`config.mk`:
```
export PLATFORM = sky130hd
export DESIGN_NAME = fft_bfly_ctrl
export DESIGN_NICKNAME = d
export VERILOG_FILES = /design/src/rtl/fft_pkg.sv /design/src/rtl/fft_vld_dly.sv /design/src/rtl/fft_bfly_ctrl.sv
export SDC_FILE = /design/constraint.sdc
export NUM_CORES = 1
export LEC_CHECK = 0
export ABC_AREA = 1
export BUFFER_PORTS_ARGS = -buffer_cell sky130_fd_sc_hd__buf_2
export CAP_MARGIN = 40
export CORE_UTILIZATION = 40
export DETAILED_ROUTE_END_ITERATION = 16
export PLACE_DENSITY = 0.72
export SLEW_MARGIN = 10
export SYNTH_ARGS = -nofsm -noshare
export SYNTH_HDL_FRONTEND = slang
export SYNTH_SLANG_ARGS = --single-unit
```
`constraint.sdc`:
```
create_clock -name clk -period 2.1 [get_ports clk]
set_input_delay 0.105 -clock clk [delete_from_list [all_inputs] [get_ports clk]]
set_output_delay 0.105 -clock clk [all_outputs]
set_load 0.02 [all_outputs]
```
`src/rtl/fft_pkg.sv`:
```
// Shared state type and default frame geometry for the FFT butterfly controller.
package fft_pkg;
  localparam int NUM_STAGE = 9;
  localparam int BEATS     = 32;
  localparam int BF_LAT    = 1;

  typedef enum logic [2:0] {
    ST_IDLE  = 3'd0,
    ST_LOAD  = 3'd1,
    ST_RUN   = 3'd2,
    ST_DRAIN = 3'd3,
    ST_DONE  = 3'd4
  } fft_ctrl_state_t;
endpackage

```
`src/rtl/fft_vld_dly.sv`:
```
// Fixed DEPTH-cycle shift register for valid/last side-band bits.
// Latency DEPTH cycles; free-running, no backpressure.
module fft_vld_dly #(
  parameter int W     = 1,
  parameter int DEPTH = 1
) (
  input  logic         clk,
  input  logic         rstn,
  input  logic [W-1:0] d,
  output logic [W-1:0] q
);
  logic [W-1:0] sr [DEPTH];

  always_ff @(posedge clk or negedge rstn) begin
    if (!rstn) begin
      for (int i = 0; i < DEPTH; i++) sr[i] <= '0;
    end else begin
      sr[0] <= d;
      for (int i = 1; i < DEPTH; i++) sr[i] <= sr[i-1];
    end
  end

  assign q = sr[DEPTH-1];
endmodule

```
`src/rtl/fft_bfly_ctrl.sv`:
```
// Radix-2 FFT frame sequencer: loads BEATS beats, runs NUM_STAGE passes, drains BF_LAT.
// in_ready only while loading; FFT_BFLY_CTRL_LENCHK_EN enables in_last frame-length checking.
module fft_bfly_ctrl #(
  parameter int NUM_STAGE = fft_pkg::NUM_STAGE,
  parameter int BEATS     = fft_pkg::BEATS,
  parameter int BF_LAT    = fft_pkg::BF_LAT
) (
  input  logic                         clk,
  input  logic                         rstn,
  input  logic                         in_valid,
  input  logic                         in_last,
  output logic                         in_ready,
  output logic                         bf_en,
  output logic [$clog2(NUM_STAGE)-1:0] stage_idx,
  output logic [$clog2(BEATS)-1:0]     beat_idx,
  output logic [$clog2(BEATS)-1:0]     tw_addr,
  output logic                         out_valid,
  output logic                         out_last,
  output logic                         busy,
  output logic                         done,
  output logic                         err_len
);
  import fft_pkg::*;

  localparam int SW = $clog2(NUM_STAGE);
  localparam int BW = $clog2(BEATS);
  localparam int DW = $clog2(BF_LAT + 1);
  localparam logic [SW-1:0] LAST_STAGE = SW'(NUM_STAGE - 1);
  localparam logic [BW-1:0] LAST_BEAT  = BW'(BEATS - 1);
  localparam logic [DW-1:0] LAST_DRAIN = DW'(BF_LAT - 1);

  fft_ctrl_state_t state;
  logic [DW-1:0]   drain_cnt;
  logic            accept;
  logic            last_beat;
  logic            last_stage;
  logic            len_bad;
  logic [1:0]      dly_d;
  logic [1:0]      dly_q;

  // Gating with rstn keeps in_ready low throughout reset even though IDLE is the reset state.
  assign in_ready   = rstn && ((state == ST_IDLE) || (state == ST_LOAD));
  assign accept     = in_valid && in_ready;
  assign last_beat  = (beat_idx == LAST_BEAT);
  assign last_stage = (stage_idx == LAST_STAGE);
  assign bf_en      = (state == ST_RUN);
  assign busy       = (state != ST_IDLE);
  assign done       = (state == ST_DONE);
  // BW-bit shift truncation is the mod BEATS, since BEATS is a power of two.
  assign tw_addr    = bf_en ? (beat_idx << stage_idx) : '0;

`ifdef FFT_BFLY_CTRL_LENCHK_EN
  // beat_idx is 0 in IDLE, so last_beat alone marks the frame's final position.
  assign len_bad = accept && (in_last != last_beat);

  always_ff @(posedge clk or negedge rstn) begin
    if (!rstn)        err_len <= 1'b0;
    else if (len_bad) err_len <= 1'b1;
  end
`else
  logic unused_in_last;
  assign unused_in_last = in_last;
  assign len_bad        = 1'b0;
  assign err_len        = 1'b0;
`endif

  always_ff @(posedge clk or negedge rstn) begin
    if (!rstn) begin
      state     <= ST_IDLE;
      stage_idx <= '0;
      beat_idx  <= '0;
      drain_cnt <= '0;
    end else begin
      case (state)
        ST_IDLE, ST_LOAD: begin
          if (accept) begin
            if (len_bad) begin
              state    <= ST_IDLE;
              beat_idx <= '0;
            end else if (last_beat) begin
              state     <= ST_RUN;
              beat_idx  <= '0;
              stage_idx <= '0;
            end else begin
              state    <= ST_LOAD;
              beat_idx <= beat_idx + BW'(1);
            end
          end
        end
        ST_RUN: begin
          beat_idx <= beat_idx + BW'(1);
          if (last_beat) begin
            if (last_stage) begin
              state     <= ST_DRAIN;
              stage_idx <= '0;
              drain_cnt <= '0;
            end else begin
              stage_idx <= stage_idx + SW'(1);
            end
          end
        end
        ST_DRAIN: begin
          if (drain_cnt == LAST_DRAIN) state <= ST_DONE;
          else                         drain_cnt <= drain_cnt + DW'(1);
        end
        ST_DONE: state <= ST_IDLE;
        default: state <= ST_IDLE;
      endcase
    end
  end

  assign dly_d = {bf_en && last_stage && last_beat, bf_en && last_stage};

  fft_vld_dly #(
    .W     (2),
    .DEPTH (BF_LAT)
  ) u_vld_dly (
    .clk  (clk),
    .rstn (rstn),
    .d    (dly_d),
    .q    (dly_q)
  );

  assign out_valid = dly_q[0];
  assign out_last  = dly_q[1];
endmodule
```
# After elaboration in Yosys (flattened, before gate mapping)
# Cells that the tools add are included.
word_totals:
  mem_bits_rw: 0
  latch_bits: 0
  elab_cells: 53
  in_bits: 4
  n_memories: 0
  romBits: 0
  out_inout_bits: 21
  register_bits: 15
classes:
  div: 0
  muxes: 19
  eq_ne: 11
  n_addsub: 3
  mul: 0
  shifts: 1
  n_reduce_logical: 14
  magnitude_cmp: 0
  n_bitwise: 0
ops:
  columns: ["operator", "count"]
  rows:
  - ["2-to-1 mux 4 bit", 4]
  - ["2-to-1 mux 5 bit", 3]
  - ["2-to-1 mux 3 bit", 4]
  - ["one-hot mux 5 bit (2 select lines)", 1]
  - ["one-hot mux 3 bit (3 select lines)", 1]
  - ["one-hot mux 4 bit (2 select lines)", 1]
  - ["AND reduction 4 bit", 2]
  - ["equality test 3 x 2 -> 1 bit, second input constant", 2]
  - ["inequality test 2 bit, second input constant", 3]
  - ["adder 5 x 1 -> 5 bit, second input constant", 1]
  - ["equality test 5 bit, second input constant", 1]
  - ["left shift 5 x 4 -> 5 bit", 1]
  - ["adder 4 x 1 -> 4 bit, second input constant", 1]
  - ["equality test 4 bit, second input constant", 1]
  - ["logical AND 1 bit", 4]
  - ["inequality test 2 x 1 -> 1 bit, second input constant", 2]
  - ["nonzero test 2 bit", 2]
  - ["equality test 3 x 1 -> 1 bit, second input constant", 1]
  - ["equality test 3 bit, second input constant", 1]
  - ["zero test 3 bit", 1]
  - ["2-to-1 mux 1 bit", 3]
  - ["AND reduction 3 bit", 1]
  - ["nonzero test 3 bit", 1]
  - ["2-to-1 mux 2 bit", 1]
  - ["5 further kinds", 5]

# Logic depth before layout (Yosys ltp)
depth:
  ltp_word: 6
  depth_mapped: 10

# Modules after synthesis
# A second synthesis with hierarchy kept.
hier_totals:
  cells_unflattened: 129
  area_unflattened_um2: 950.9
by_module_without_submodules:
  columns: ["module", "area_per_inst_um2", "n_inst", "cells_each"]
  rows:
  - ["fft_bfly_ctrl", 900.9, 1, 127]
  - ["fft_vld_dly", 50.0, 1, 2]

# Worst setup path before layout
# No wires, ideal clock.
synth_timing:
  path_kind: "register to register"
  start: "register beat_idx[1]"
  end: "register stage_idx[2]"
  arrival_ns: 1.498
  path_slack_ns: 0.485
  required_time_ns: 1.983
  setup_ns: 0.117
  stages_incl_launch_ff: 10
  path_buffers: 0
  path_cell_list: "dfrtp_1 ha_1 nand2_1 nor2_1 ha_1 nand2_1 nand2_1 nand3_1 nand2_1 nand2_1"
synth_via:
  elab_chain_len: 3
  word_cells_on_any_way: 4
synth_lines:
  columns: ["element", "line_no", "rtl"]
  rows:
  - ["from (decl)", "fft_bfly_ctrl.sv:15", "output logic [$clog2(BEATS)-1:0] beat_idx,"]
  - ["from (signal assigned)", "fft_bfly_ctrl.sv:86", "beat_idx <= beat_idx + BW'(1);"]
  - ["from (signal assigned)", "fft_bfly_ctrl.sv:91", "beat_idx <= beat_idx + BW'(1);"]
  - ["equality test 5 bit *", "fft_bfly_ctrl.sv:44", "assign last_beat = (beat_idx == LAST_BEAT);"]
  - ["inequality test 2 bit (no source line) or inequality test 2 x 1 -> 1 bit (tied branches)", null, null]
  - ["AND reduction 4 bit (no source line) *", null, null]
  - ["to (signal assigned)", "fft_bfly_ctrl.sv:98", "stage_idx <= stage_idx + SW'(1);"]
  - ["to (decl)", "fft_bfly_ctrl.sv:14", "output logic [$clog2(NUM_STAGE)-1:0] stage_idx,"]
# Mark *: on every way between the ends. The rest lies on a longest branch, timed or not.
# A chain may end at the register's enable or synchronous reset.

# Worst setup path after layout
layout_timing:
  start: "register stage_idx[0]"
  end: "output port tw_addr[3]"
layout_via:
  elab_chain_len: 2
layout_lines:
  columns: ["element", "line_no", "rtl"]
  rows:
  - ["left shift 5 x 4 -> 5 bit", "fft_bfly_ctrl.sv:50", "assign tw_addr = bf_en ? (beat_idx << stage_idx) : '0;"]
  - ["2-to-1 mux 5 bit", "fft_bfly_ctrl.sv:50", null]
  - ["to (decl)", "fft_bfly_ctrl.sv:16", "output logic [$clog2(BEATS)-1:0] tw_addr,"]
# No other way between the ends.

==> results.md <==
- The async set-or-reset flop fraction in the synthesized netlist is 1.00.
- The number of failing hold endpoints at the final stage is 0.
- The clock period could shrink to 1.77 ns.
- The number of enable-type register cells in the synthesized netlist is 0.
- After global routing the overflow that remains totals 0.
- The signed area change from the synthesized netlist to the final layout is 19.4%.
- Cell internal power was estimated by the tool at around 500 uW.
- After synthesis, the largest family of logic cells by area is simple AND/OR/NAND/NOR gates.
- The flow ran to the end, and the final reports show no timing, DRC or antenna violations.
- By count the netlist is led by sky130_fd_sc_hd__nand2_1 (45), sky130_fd_sc_hd__dfrtp_1 (14), sky130_fd_sc_hd__inv_1 (14).
- The post-cts repair resize count is 0.
- Measured along the y axis, the die boundary spans 50.1 um.
- The critical path runs through a total of 5 cells.
- Of the post-synthesis cell area, the dominant cell type holds 0.379.
- The total number of yosys warnings is 0.
- TritonCTS built the clock tree.
- The number of global-route vias before repair is 821.
- sky130_fd_sc_hd__dfrtp_1 takes more of the synthesized area than any other cell.
- The cell at the root of the clock tree is sky130_fd_sc_hd__clkbuf_4.
- The power density over the cells is 739 nW/um^2.
- Of the available clock period, the critical path in the final layout requires 0.841.
- The classification of the worst-slack hold path is input pin to flop.
- The startpoint of the lowest-slack register-to-register path is beat_idx[1].
- For this design the static power due to leakage is 0.000603 uW.
- In this run the critical register-to-register path is captured at state[0].
- Across every metal layer, demand over resource in global routing totals 0.181.
- The worst setup path is captured at an output port.
- The number of buffer and inverter instances along the worst setup path is 2.
- The library cell contributing the largest single delay on the critical path is sky130_fd_sc_hd__dfrtp_1.
- The HPWL after detailed placement is 1510 um.
- The routed layout has 904 vias.
- The post-place setup slack is roughly 0.42 ns.
- For this run, the top clock speed supported by timing is 566 MHz.
- Of the total power, the share spent switching nets is 0.386.
- The first TritonRoute pass finished after 4 iterations.
- The clock insertion delay at the later pin of the skew report is 0.28 ns.
- The register clock-pin slew on the reported worst setup and hold paths is 0.09 ns.
- After the flow finishes, the layout carries non-filler instances totaling 187.
- The worst-case clock skew is 0.00743 ns.
- The number of nets handed over by synthesis was 143.
- The clock power share is 0.240.
- The setup path with the least slack is of type flop to output port.
- After routing, the total negative slack on setup checks comes to 0 ns.
- The depth of the CTS H-tree is 1.
- The I/O pin count is 25.
- Wires add up to 1980 um.
- The worst IR drop on VDD is 0.000352 V.
- The count of cell types in the netlist is 22.
- The mux share of post-synthesis cell area is 0.
- Sorting the synthesized cells by area gives the leading types as sky130_fd_sc_hd__dfrtp_1 (38%), sky130_fd_sc_hd__nand2_1 (18%), sky130_fd_sc_hd__ha_1 (6.8%), sky130_fd_sc_hd__nand3_1 (6.0%), sky130_fd_sc_hd__inv_1 (5.7%).
- The critical path goes through inv_1 > o21ai_0 > nand2_1 > a21oi_1 > buf_2.
- The biggest fanout along the worst timing path is 13.
- The placement row count is 17.
- In this run the remaining antenna-violating nets after routing total 0.
- The endpoint of the worst hold path is beat_idx[0].
- The initial utilization of the core area, before any placement, comes to 0.422.
- The area used by multi-input combinational logic is 498 sq um.
- The most common flop cell mapped by yosys is sky130_fd_sc_hd__dfrtp_1.
- The final standard cell area without fillers is 1100 sq um.
- The register share of total power is 0.462.
- The number of DRC markers after the initial detailed-route iteration is 12.
- The average instance area after synthesis is 6.90 sq um.
- Summing every instance area after synthesis gives 925 sq um.
- The count of pins over their slew limit is 0.
- The cell family contributing the most delay on the critical path is flip-flops.
- The count of max-cap constraint violations is 0.
- The floorplan step set the die width to 50.1 um.
- Entering global routing, the biggest net connects 17 pins.
- Of the total power, combinational logic draws 0.299.
- The standard cell area after detailed placement is 1060 sq um.
- The simple-gate share of the synthesized area is 0.361.
- Routability-driven placement finished with a final weighted congestion of 0.766.
- The worst hold path begins at in_valid.
- In the final routed layout, each cell accounts on average for 10.6 um.
- Once routing completed, OpenROAD measured the worst setup slack at 0.334 ns.
- Of the total synthesized cell area, the portion taken by full adders, half adders and majority gates is 0.0677.
- The delay of the slowest critical-path stage is between 0.5 and 0.6 ns.
- The vias per cell is 4.83.
- The synthesized design contains 14 register bits.
- Data on the critical path is required at its endpoint by 2.00 ns.
- The share of the synthesized netlist area taken by xor and xnor gates is 0.0189.
- Along the worst hold path, the cell count comes to 4.
- Counting along the longest clock path gives a buffer depth of 2.
- The first global-routing pass estimated approximately 3500 um of wire.
- In this run, placement finished with an instance count of ~180.
- Setup repair after global routing left no endpoint under its margin.
- The synthesized netlist cell count is ~130.
- The share of cells above drive strength 1 is 0.208.
- The arrival time at the worst endpoint is 1.66 ns.
- The count of fill cells added during filler insertion is 228.
- The final layout contains between 150 and 200 nets.
- Setup violations remaining at the end of the flow were counted as 0.
- The register-to-register path setup slack is 0.38 ns.
- After detailed routing, the number of remaining DRC violations is 0.
- Summing all flip-flop and latch instances after layout gives between 300 and 400 sq um.
- The count of clock tree sinks is 14.
- The die covers 2510 sq um.
- The synthesized-area fraction occupied by ao, oa, aoi and oai cells is 0.0866.
- The repair_antennas step left the layout with diodes totalling 0.
- The number of CTS-inserted buffers is 3.
- The worst reg-to-reg path cell count is 9.
- Across all hold checks on the routed design, the worst slack comes to ~0.25 ns.
- The initial antenna violation count was 0.
- Of the synthesized area, sequential elements account for 0.379.
- The number of port buffers is 22.
- The launching element type of the critical path is a flop.
- Among all cell types in the netlist, the one instantiated most often is sky130_fd_sc_hd__nand2_1.
- After floorplanning, the core was sized to cover 2190 sq um.
- The analysis attributes to net switching a power of 315 uW.
## worst max path at each step
stage	end	start
detailed placement	state[0]	beat_idx[1]
global placement	stage_idx[2]	beat_idx[1]
finish	tw_addr[3]	stage_idx[0]
global route	tw_addr[3]	stage_idx[0]
floorplan	stage_idx[2]	beat_idx[1]
CTS	tw_addr[3]	stage_idx[0]
## power groups by stage
stage | logic [uW] | registers (uW) | clock network, uW
after global placement | 236 | 378 | 0
after CTS | 244 | 376 | 200
final | 244 | 377 | 196
after detailed placement | 242 | 381 | 0
after floorplan | 123 | 418 | 0
after global routing | 277 | 390 | 215
## worst reg2reg max path, cell delays in order, from the launching register on
cell and delay (ns):
sky130_fd_sc_hd__dfrtp_1 0.47, sky130_fd_sc_hd__ha_1 0.22, sky130_fd_sc_hd__nand2_1 0.06, sky130_fd_sc_hd__nor2_1 0.14, sky130_fd_sc_hd__ha_1 0.24, sky130_fd_sc_hd__inv_1 0.10
sky130_fd_sc_hd__o21ai_1 0.19, sky130_fd_sc_hd__nand2_1 0.08, sky130_fd_sc_hd__nand2_1 0.06, sky130_fd_sc_hd__nand2_1 0.05
## state kept, by name, indices dropped and copies added, names as in the netlist
signal	cells
beat_idx	5
state	3
u_vld_dly.q	2
stage_idx	4
## repair_timing
action                                 in CTS  in global routing
buffers inserted                            0                  0
hold buffers                                1                  0
endpoints found under the hold margin      14                  0
## final cells by class
| class | instances | area share |
|---|---|---|
| multi-input combinational | 101 | 0.451 |
| sequential | 14 | 0.317 |
| inverter | 17 | 0.0578 |
| tap | 28 | 0.0317 |
| timing repair buffer | 23 | 0.109 |
| clock buffer | 4 | 0.0329 |
## cell families (layout without fill, tap and decap cells)
kind of cell / Yosys count / in the layout
fa+ha+maj: 5 / 5
simple gates: 78 / 78
flops: 14 / 14
compound gates: 15 / 15
xor+xnor: 2 / 2
buf+inv: 19 / 44
other cells: 1 / 1
## through the flow
step                       util  total power [uW]
final                     0.504               816
after global placement    0.483               614
after CTS                 0.504               821
after detailed placement  0.483               624
after floorplan               -               541
after global routing      0.504               882
## layout by cell type, fill, tap and decap left out, types with 2 or more instances in the layout
master / n
sky130_fd_sc_hd__buf_2: 22
sky130_fd_sc_hd__dfrtp_1: 14
sky130_fd_sc_hd__nor3_1: 3
sky130_fd_sc_hd__clkbuf_4: 3
sky130_fd_sc_hd__nor2_1: 13
sky130_fd_sc_hd__inv_1: 14
sky130_fd_sc_hd__o21ai_0: 6
sky130_fd_sc_hd__ha_1: 5
sky130_fd_sc_hd__nand3_1: 11
sky130_fd_sc_hd__nand4_1: 2
sky130_fd_sc_hd__o21ai_1: 4
sky130_fd_sc_hd__nand2_1: 45
sky130_fd_sc_hd__o211ai_1: 2
sky130_fd_sc_hd__a21oi_1: 3
sky130_fd_sc_hd__inv_2: 3
## per-layer routing
layer	global-route usage	routed length (um)	up-vias
li1	-	-	474
met1	0.226	925	409
met2	0.307	976	17
met3	0.0185	46	4
met4	0.0905	31	0
met5	0	0	-
(Power assumes the default switching activity.)
